<file path="config.mk">
export PLATFORM = sky130hd
export DESIGN_NAME = uart_tx_framed_flat
export DESIGN_NICKNAME = d
export VERILOG_FILES = /design/src/rtl/uart_tx_framed_if.sv /design/src/rtl/uart_tx_framed.sv /design/src/flat_wrapper.sv
export SDC_FILE = /design/constraint.sdc
export NUM_CORES = 1
export LEC_CHECK = 0
export CAP_MARGIN = 5
export CORE_MARGIN = 5
export CORE_UTILIZATION = 40
export CTS_BUF_LIST = sky130_fd_sc_hd__clkbuf_16
export CTS_CLUSTER_DIAMETER = 120
export DETAILED_ROUTE_END_ITERATION = 10
export MAX_ROUTING_LAYER = met4
export SLEW_MARGIN = 30
export SYNTH_ARGS = -nofsm -noshare
export SYNTH_HDL_FRONTEND = slang
export SYNTH_SLANG_ARGS = --single-unit
</file>
<file path="constraint.sdc">
create_clock -name i_clk -period 2.1 [get_ports i_clk]
set_input_delay 0.21 -clock i_clk [delete_from_list [all_inputs] [get_ports i_clk]]
set_output_delay 0.21 -clock i_clk [all_outputs]
set_load 0.1 [all_outputs]
</file>
<file path="src/rtl/uart_tx_framed_if.sv">
// Word handshake between the TX data source and uart_tx_framed: valid/ready plus per-word
// data and framing configuration.
interface uart_tx_framed_if #(
   parameter int DATA_BITS = 8
);
   logic                 i_valid;
   logic                 o_ready;
   logic [DATA_BITS-1:0] i_data;
   logic [1:0]           i_parity_mode;
   logic                 i_two_stop;

   modport master (
      output i_valid,
      output i_data,
      output i_parity_mode,
      output i_two_stop,
      input  o_ready
   );

   modport slave (
      input  i_valid,
      input  i_data,
      input  i_parity_mode,
      input  i_two_stop,
      output o_ready
   );
endinterface

</file>
<file path="src/rtl/uart_tx_framed.sv">
// Parametrised UART transmitter: configurable width/oversampling, per-frame parity and stop
// bits, and a one-word holding buffer so consecutive frames leave no idle gap on the line.
module uart_tx_framed #(
   parameter int DATA_BITS  = 8,
   parameter int OVERSAMPLE = 16
) (
   input  logic                i_clk,
   input  logic                i_reset,
   input  logic                i_bd_tick,
   uart_tx_framed_if.slave     io_bus,
   output logic                o_tx,
   output logic                o_busy,
   output logic                o_tx_done
);

   localparam int TW = $clog2(2 * OVERSAMPLE);
   localparam int BW = $clog2(DATA_BITS + 1);

   localparam logic [TW-1:0] BIT_LAST   = TW'(OVERSAMPLE - 1);
   localparam logic [TW-1:0] STOP2_LAST = TW'(2 * OVERSAMPLE - 1);
   localparam logic [BW-1:0] DATA_LAST  = BW'(DATA_BITS - 1);

   localparam logic [2:0] ST_IDLE   = 3'd0;
   localparam logic [2:0] ST_START  = 3'd1;
   localparam logic [2:0] ST_DATA   = 3'd2;
   localparam logic [2:0] ST_PARITY = 3'd3;
   localparam logic [2:0] ST_STOP   = 3'd4;

   logic [2:0]           r_state;
   logic [TW-1:0]        r_tick_cnt;
   logic [BW-1:0]        r_bit_cnt;
   logic [DATA_BITS-1:0] r_shift;
   logic                 r_par_bit;
   logic                 r_has_par;
   logic                 r_two_stop;

   logic                 r_hold_full;
   logic [DATA_BITS-1:0] r_hold_data;
   logic [1:0]           r_hold_mode;
   logic                 r_hold_two;

   logic                 r_tx;
   logic                 r_done;

   logic                 w_bit_end;
   logic [TW-1:0]        w_stop_last;
   logic                 w_frame_end;
   logic                 w_load;
   logic                 w_accept;
   logic                 w_hold_par_en;
   logic                 w_hold_par_bit;
   logic                 w_tx_next;

   assign w_bit_end      = i_bd_tick & (r_tick_cnt == BIT_LAST);
   assign w_stop_last    = r_two_stop ? STOP2_LAST : BIT_LAST;
   assign w_frame_end    = (r_state == ST_STOP) & i_bd_tick & (r_tick_cnt == w_stop_last);
   // Loading at frame end chains the next START directly after the last stop tick.
   assign w_load         = r_hold_full & ((r_state == ST_IDLE) | w_frame_end);
   assign w_accept       = io_bus.i_valid & ~r_hold_full;
   assign w_hold_par_en  = (r_hold_mode == 2'b01) | (r_hold_mode == 2'b10);
   assign w_hold_par_bit = (r_hold_mode == 2'b10) ? ~^r_hold_data : ^r_hold_data;

   always_comb begin
      w_tx_next = 1'b1;
      case (r_state)
         ST_START:  w_tx_next = 1'b0;
         ST_DATA:   w_tx_next = r_shift[0];
         ST_PARITY: w_tx_next = r_par_bit;
         default:   w_tx_next = 1'b1;
      endcase
   end

   always_ff @(posedge i_clk) begin
      if (i_reset) begin
         r_state     <= ST_IDLE;
         r_tick_cnt  <= '0;
         r_bit_cnt   <= '0;
         r_shift     <= '0;
         r_par_bit   <= 1'b0;
         r_has_par   <= 1'b0;
         r_two_stop  <= 1'b0;
         r_hold_full <= 1'b0;
         r_hold_data <= '0;
         r_hold_mode <= '0;
         r_hold_two  <= 1'b0;
         r_tx        <= 1'b1;
         r_done      <= 1'b0;
      end else begin
         r_tx   <= w_tx_next;
         r_done <= w_frame_end;

         if (w_load) begin
            r_hold_full <= 1'b0;
         end else if (w_accept) begin
            r_hold_full <= 1'b1;
            r_hold_data <= io_bus.i_data;
            r_hold_mode <= io_bus.i_parity_mode;
            r_hold_two  <= io_bus.i_two_stop;
         end

         if (w_load) begin
            r_shift    <= r_hold_data;
            r_par_bit  <= w_hold_par_bit;
            r_has_par  <= w_hold_par_en;
            r_two_stop <= r_hold_two;
            r_tick_cnt <= '0;
            r_bit_cnt  <= '0;
            r_state    <= ST_START;
         end else if (i_bd_tick) begin
            case (r_state)
               ST_START: begin
                  if (w_bit_end) begin
                     r_tick_cnt <= '0;
                     r_bit_cnt  <= '0;
                     r_state    <= ST_DATA;
                  end else begin
                     r_tick_cnt <= r_tick_cnt + TW'(1);
                  end
               end
               ST_DATA: begin
                  if (w_bit_end) begin
                     r_tick_cnt <= '0;
                     r_shift    <= r_shift >> 1;
                     if (r_bit_cnt == DATA_LAST) begin
                        r_state <= r_has_par ? ST_PARITY : ST_STOP;
                     end else begin
                        r_bit_cnt <= r_bit_cnt + BW'(1);
                     end
                  end else begin
                     r_tick_cnt <= r_tick_cnt + TW'(1);
                  end
               end
               ST_PARITY: begin
                  if (w_bit_end) begin
                     r_tick_cnt <= '0;
                     r_state    <= ST_STOP;
                  end else begin
                     r_tick_cnt <= r_tick_cnt + TW'(1);
                  end
               end
               ST_STOP: begin
                  if (w_frame_end) begin
                     r_tick_cnt <= '0;
                     r_state    <= ST_IDLE;
                  end else begin
                     r_tick_cnt <= r_tick_cnt + TW'(1);
                  end
               end
               ST_IDLE: begin
                  r_tick_cnt <= r_tick_cnt;
               end
               default: begin
                  r_tick_cnt <= '0;
                  r_state    <= ST_IDLE;
               end
            endcase
         end
      end
   end

   assign io_bus.o_ready = ~r_hold_full;
   assign o_tx           = r_tx;
   assign o_tx_done      = r_done;
   assign o_busy         = (r_state != ST_IDLE) | r_hold_full;

endmodule

</file>
<file path="src/flat_wrapper.sv">
// flat-port wrapper written by rule: the top's interface ports become plain ports
module uart_tx_framed_flat 
#(
   parameter int DATA_BITS  = 8,
   parameter int OVERSAMPLE = 16
)
  (i_clk, i_reset, i_bd_tick, o_tx, o_busy, o_tx_done, io_bus_i_valid, io_bus_i_data, io_bus_i_parity_mode, io_bus_i_two_stop, io_bus_o_ready);
  uart_tx_framed_if #(.DATA_BITS(DATA_BITS)) io_bus_i ();
  input  logic i_clk;
  input  logic i_reset;
  input  logic i_bd_tick;
  output logic o_tx;
  output logic o_busy;
  output logic o_tx_done;
  input wire logic [$bits(io_bus_i.i_valid)-1:0] io_bus_i_valid;
  input wire logic [$bits(io_bus_i.i_data)-1:0] io_bus_i_data;
  input wire logic [$bits(io_bus_i.i_parity_mode)-1:0] io_bus_i_parity_mode;
  input wire logic [$bits(io_bus_i.i_two_stop)-1:0] io_bus_i_two_stop;
  output wire logic [$bits(io_bus_i.o_ready)-1:0] io_bus_o_ready;
  assign io_bus_i.i_valid = io_bus_i_valid;
  assign io_bus_i.i_data = io_bus_i_data;
  assign io_bus_i.i_parity_mode = io_bus_i_parity_mode;
  assign io_bus_i.i_two_stop = io_bus_i_two_stop;
  assign io_bus_o_ready = io_bus_i.o_ready;
  uart_tx_framed #(.DATA_BITS(DATA_BITS), .OVERSAMPLE(OVERSAMPLE)) u_core (.i_clk(i_clk), .i_reset(i_reset), .i_bd_tick(i_bd_tick), .io_bus(io_bus_i), .o_tx(o_tx), .o_busy(o_busy), .o_tx_done(o_tx_done));
endmodule
</file>
==> summary.txt <==
CTS
  • TritonCTS clock tree: built
  • Clock slew at reported path FFs: 0.06 ns
  • Number of buffers inserted by hold repair at cts: 0
  • Cts repair resizes: 0
  • Post-CTS repair timing setup buffer count: 0
  • Number of buffers on the longest clock path: 2
  • Insertion delay to the later sink of the worst-skew pair: between 0.2 and 0.3 ns
  • Htree depth: 2
  • Clk sinks: 37
  • Cts bufs inserted: 5
  • Clock root buffer: sky130_fd_sc_hd__clkbuf_16

Yosys
  • Ranking of synthesized cells by instance count: sky130_fd_sc_hd__dfxtp_1, sky130_fd_sc_hd__nand2_1, sky130_fd_sc_hd__a21oi_1, sky130_fd_sc_hd__o211ai_1
  • Yosys warns: 0
  • Post-synthesis instance area: 1981 um^2
  • Synth area leaders: sky130_fd_sc_hd__dfxtp_1, sky130_fd_sc_hd__a21oi_1, sky130_fd_sc_hd__nand2_1, sky130_fd_sc_hd__o211ai_1, sky130_fd_sc_hd__ha_1
  • Number of nets produced by synthesis: between 200 and 300
  • Post-synthesis area per instance: approximately 8.6 um^2
  • Count of cell types in the netlist: 55
  • Most used DFF post-synth: sky130_fd_sc_hd__dfxtp_1
  • Sequential area share after synthesis: 37.40%
  • Number of storage elements in the synthesis netlist: 37
  • Share of synthesized registers carrying an async set or reset: 0%
  • Post-synthesis cell type with the largest combined area: sky130_fd_sc_hd__dfxtp_1
  • Number of synthesized flops with an enable pin: 0
  • Instance count of the mapped netlist: 231
  • Most instantiated library cell after synthesis: sky130_fd_sc_hd__dfxtp_1
  • Area fraction of the dominant cell type after synthesis: 37.40%

Floorplanning
  • Core Box Area: 4755 um^2
  • Die Y-Extent: around 80 um
  • Row cnt: 25
  • Initial core utilization: 41.66%
  • Die Area: about 6500 um^2
  • Width of the die: 80.37 um
  • Ports placed on the boundary: 19

Route
  • Routed vias/inst: approximately 5.3
  • Overall via count from detail_route: about 1700
  • Residual DRC: 0
  • Count of routing violations after the opening detailed-route iteration: 119
  • Total detailed-routing wirelength: 4300 um
  • Remaining antenna violation count after routing: 0
  • WL/cell: 13.56 um
  • Iteration count of the initial detailed-routing pass: 4

Timing
  • Relative slew slack: 50.22%
  • Final Hold Violating Endpoints: 0
  • Final max-slew violation count: 0
  • Ratio of final minimum period to clock period: 93.09%
  • Final count of negative-setup-slack endpoints: 0
  • Transition time of the tightest slew-check pin: 0.7404 ns
  • TNS Setup: 0 ns
  • Max frequency: 511.5 MHz
  • Time the worst path needs with I/O delays and setup: ~2.0 ns
  • Unrepaired setup endpoints after global routing: no
  • Final Skew: 0.006215 ns

Worst setup path
  • Worst reg2reg path startpoint: u_core.r_tick_cnt[0]
  • Startpoint type of the worst setup path: flip-flop
  • Capturing point of the worst reg2reg path: u_core.r_bit_cnt[1]
  • Cell occurring most often along the worst timing path: sky130_fd_sc_hd__ha_1
  • Combined buffer and inverter count along the critical path: 0
  • Worst Path Class, Setup: flip-flop to flip-flop
  • Largest delay share family, worst path: simple AND/OR/NAND/NOR gates
  • Cells on worst reg2reg path: 7
  • Required time of the worst setup path: roughly 2.3 ns
  • Element type at the critical path end: flip-flop
  • Slowest cell delay on critical path: between 0.4 and 0.5 ns
  • Register-to-register setup slack: 0.15 ns
  • Signal arrival time at the worst endpoint: about 2.2 ns
  • Max Fanout on Critical Path: 5
  • Max stage delay cell, worst path: sky130_fd_sc_hd__or3b_2
  • List of cells traversed by the critical path: ha_1 -> and3_1 -> ha_1 -> nand3_1 -> nor3_2 -> or3b_2 -> a21oi_1

Cells and area
  • Seq. cell area: 740.7 um^2
  • Area of the multi-input gates: 1130 um^2
  • Post-synthesis to final-layout area growth: 22.80%
  • Share of post-route cells with drive strength above 1: 16.40%
  • FILL cells: around 480
  • Cell area after layout: approximately 2400 um^2
  • Count of inserted antenna diode cells: 0
  • Post-layout net count: 268

Global route
  • Overall Global Routing Usage: 14.39%
  • Maximum number of pins on one net before global-route repair: 16
  • First-pass GRT wire length: 7162 um
  • Number of antenna violations at the first check in global routing: 0
  • Global route overflow: 0
  • Vias in the first global route: approximately 1500

Power and ir drop
  • Power density over the cells: 807.7 nW/um^2
  • Reported leakage power: 0.9097 nW
  • IR drop worst, VDD: around 0.50 mV

Worst hold path
  • Worst Hold Class: flip-flop to flip-flop
  • Startpoint of the tightest hold check path: u_core.r_hold_mode[0]
  • Instance count along the most critical hold path: 2
  • Endpoint of the worst hold-timing path: u_core.r_hold_mode[0]

Place
  • HPWL reported at the end of detailed placement: 3101 um
  • Routability Congestion: 0.8281
  • Quantity of I/O buffers inserted on ports: 18
  • Area after DPL: 2227 um^2

Run
  • Max_cap viols: 0

Run status
  • Outcome: finished, final reports clean
## metrics by stage
step	cells	hold WS [ns]	power (W)	util (%)	setup WS, ns
floorplan	231	0.3258	0.0009473	-	0.1942
global placement	309	0.4463	0.001020	46.84	0.1267
detailed placement	309	0.4506	0.001021	46.84	0.1361
CTS	317	0.4580	0.001984	50.84	0.1230
global route	317	0.4805	0.002035	51.16	0.02407
finish	317	0.4556	0.001965	51.16	0.1450
## logic make-up after synthesis
family / after synthesis / synth area share, %
simple gates: 86 / 23.56
compound gates: 70 / 23.94
flops: 37 / 37.40
buf+inv: 24 / 6.317
xor+xnor: 9 / 5.749
fa+ha+maj: 4 / 2.527
mux: 1 / 0.5054
## worst reg2reg max path: cells and delay by family, from the launching register on
kind / cells / cell delay, ns
AO/OA/AOI/OAI: 1 / 0.14
adder cells (fa/ha/maj): 2 / 0.50
AND/OR/NAND/NOR: 4 / 0.92
flip-flops: 1 / 0.33
## sequential cells by signal (all words and copies together), names as in the netlist
signal / cells
u_core.r_par_bit: 1
u_core.r_shift: 8
u_core.r_has_par: 1
u_core.r_hold_data: 8
u_core.r_two_stop: 1
u_core.o_tx_done: 1
u_core.r_tick_cnt: 5
u_core.o_tx: 1
u_core.r_hold_full: 1
u_core.r_hold_mode: 2
u_core.r_bit_cnt: 4
u_core.r_hold_two: 1
u_core.r_state: 3
## metal layers
layer / vias up / share of wire, % / GRT usage, %
met1: 766 / 49 / 18.18
met5: - / 0 / -
met2: 25 / 46 / 22.68
met4: 0 / 1.5 / 4.561
li1: 870 / - / -
met3: 6 / 3.4 / 3.475
## layout make-up
cell class | instances | area share (%)
sequential | 37 | 30.45
inverter | 6 | 0.9259
clock buffer | 5 | 5.144
timing repair buffer | 29 | 10.91
clock inverter | 3 | 2.675
tap | 67 | 3.447
multi-input combinational | 170 | 46.45
## how the worst max path moves through the flow
stage,end,depth (start not counted),startpoint
2_1_floorplan,u_core.r_shift[3],8,u_core.r_tick_cnt[0]
3_3_place_gp,u_core.r_bit_cnt[1],7,u_core.r_tick_cnt[0]
3_5_place_dp,u_core.r_bit_cnt[1],7,u_core.r_tick_cnt[0]
4_1_cts,u_core.r_shift[1],7,u_core.r_tick_cnt[0]
5_1_grt,u_core.r_bit_cnt[3],7,u_core.r_tick_cnt[0]
6_report,u_core.r_bit_cnt[1],7,u_core.r_tick_cnt[0]
## power by group
| group | total, W | switching (W) | internal (W) |
|---|---|---|---|
| combinational | 0.000246 | 0.000142 | 0.000105 |
| clock | 0.000960 | 0.000282 | 0.000678 |
| sequential | 0.000758 | 0.0000253 | 0.000733 |
| total | 0.00196 | 0.000449 | 0.00152 |
## cells in the final DEF, fill, tap and decap left out, types with 3 or more instances in the layout
cell type | Yosys | routed
sky130_fd_sc_hd__a21oi_1 | 30 | 30
sky130_fd_sc_hd__nor3_2 | 1 | 3
sky130_fd_sc_hd__a311oi_1 | 4 | 4
sky130_fd_sc_hd__o21ai_0 | 5 | 5
sky130_fd_sc_hd__ha_1 | 4 | 4
sky130_fd_sc_hd__nor2_1 | 9 | 8
sky130_fd_sc_hd__nor3_1 | 9 | 7
sky130_fd_sc_hd__o211ai_1 | 10 | 10
sky130_fd_sc_hd__clkdlybuf4s50_1 | 0 | 14
sky130_fd_sc_hd__nand3_1 | 5 | 5
sky130_fd_sc_hd__buf_4 | 2 | 14
sky130_fd_sc_hd__dfxtp_1 | 37 | 37
sky130_fd_sc_hd__nand2_1 | 36 | 36
sky130_fd_sc_hd__inv_1 | 6 | 6
sky130_fd_sc_hd__clkbuf_16 | 0 | 5
sky130_fd_sc_hd__nor2b_1 | 5 | 5
sky130_fd_sc_hd__a32oi_1 | 5 | 5
sky130_fd_sc_hd__xnor2_1 | 5 | 5
No activity file was read; power rests on OpenSTA's default activity.
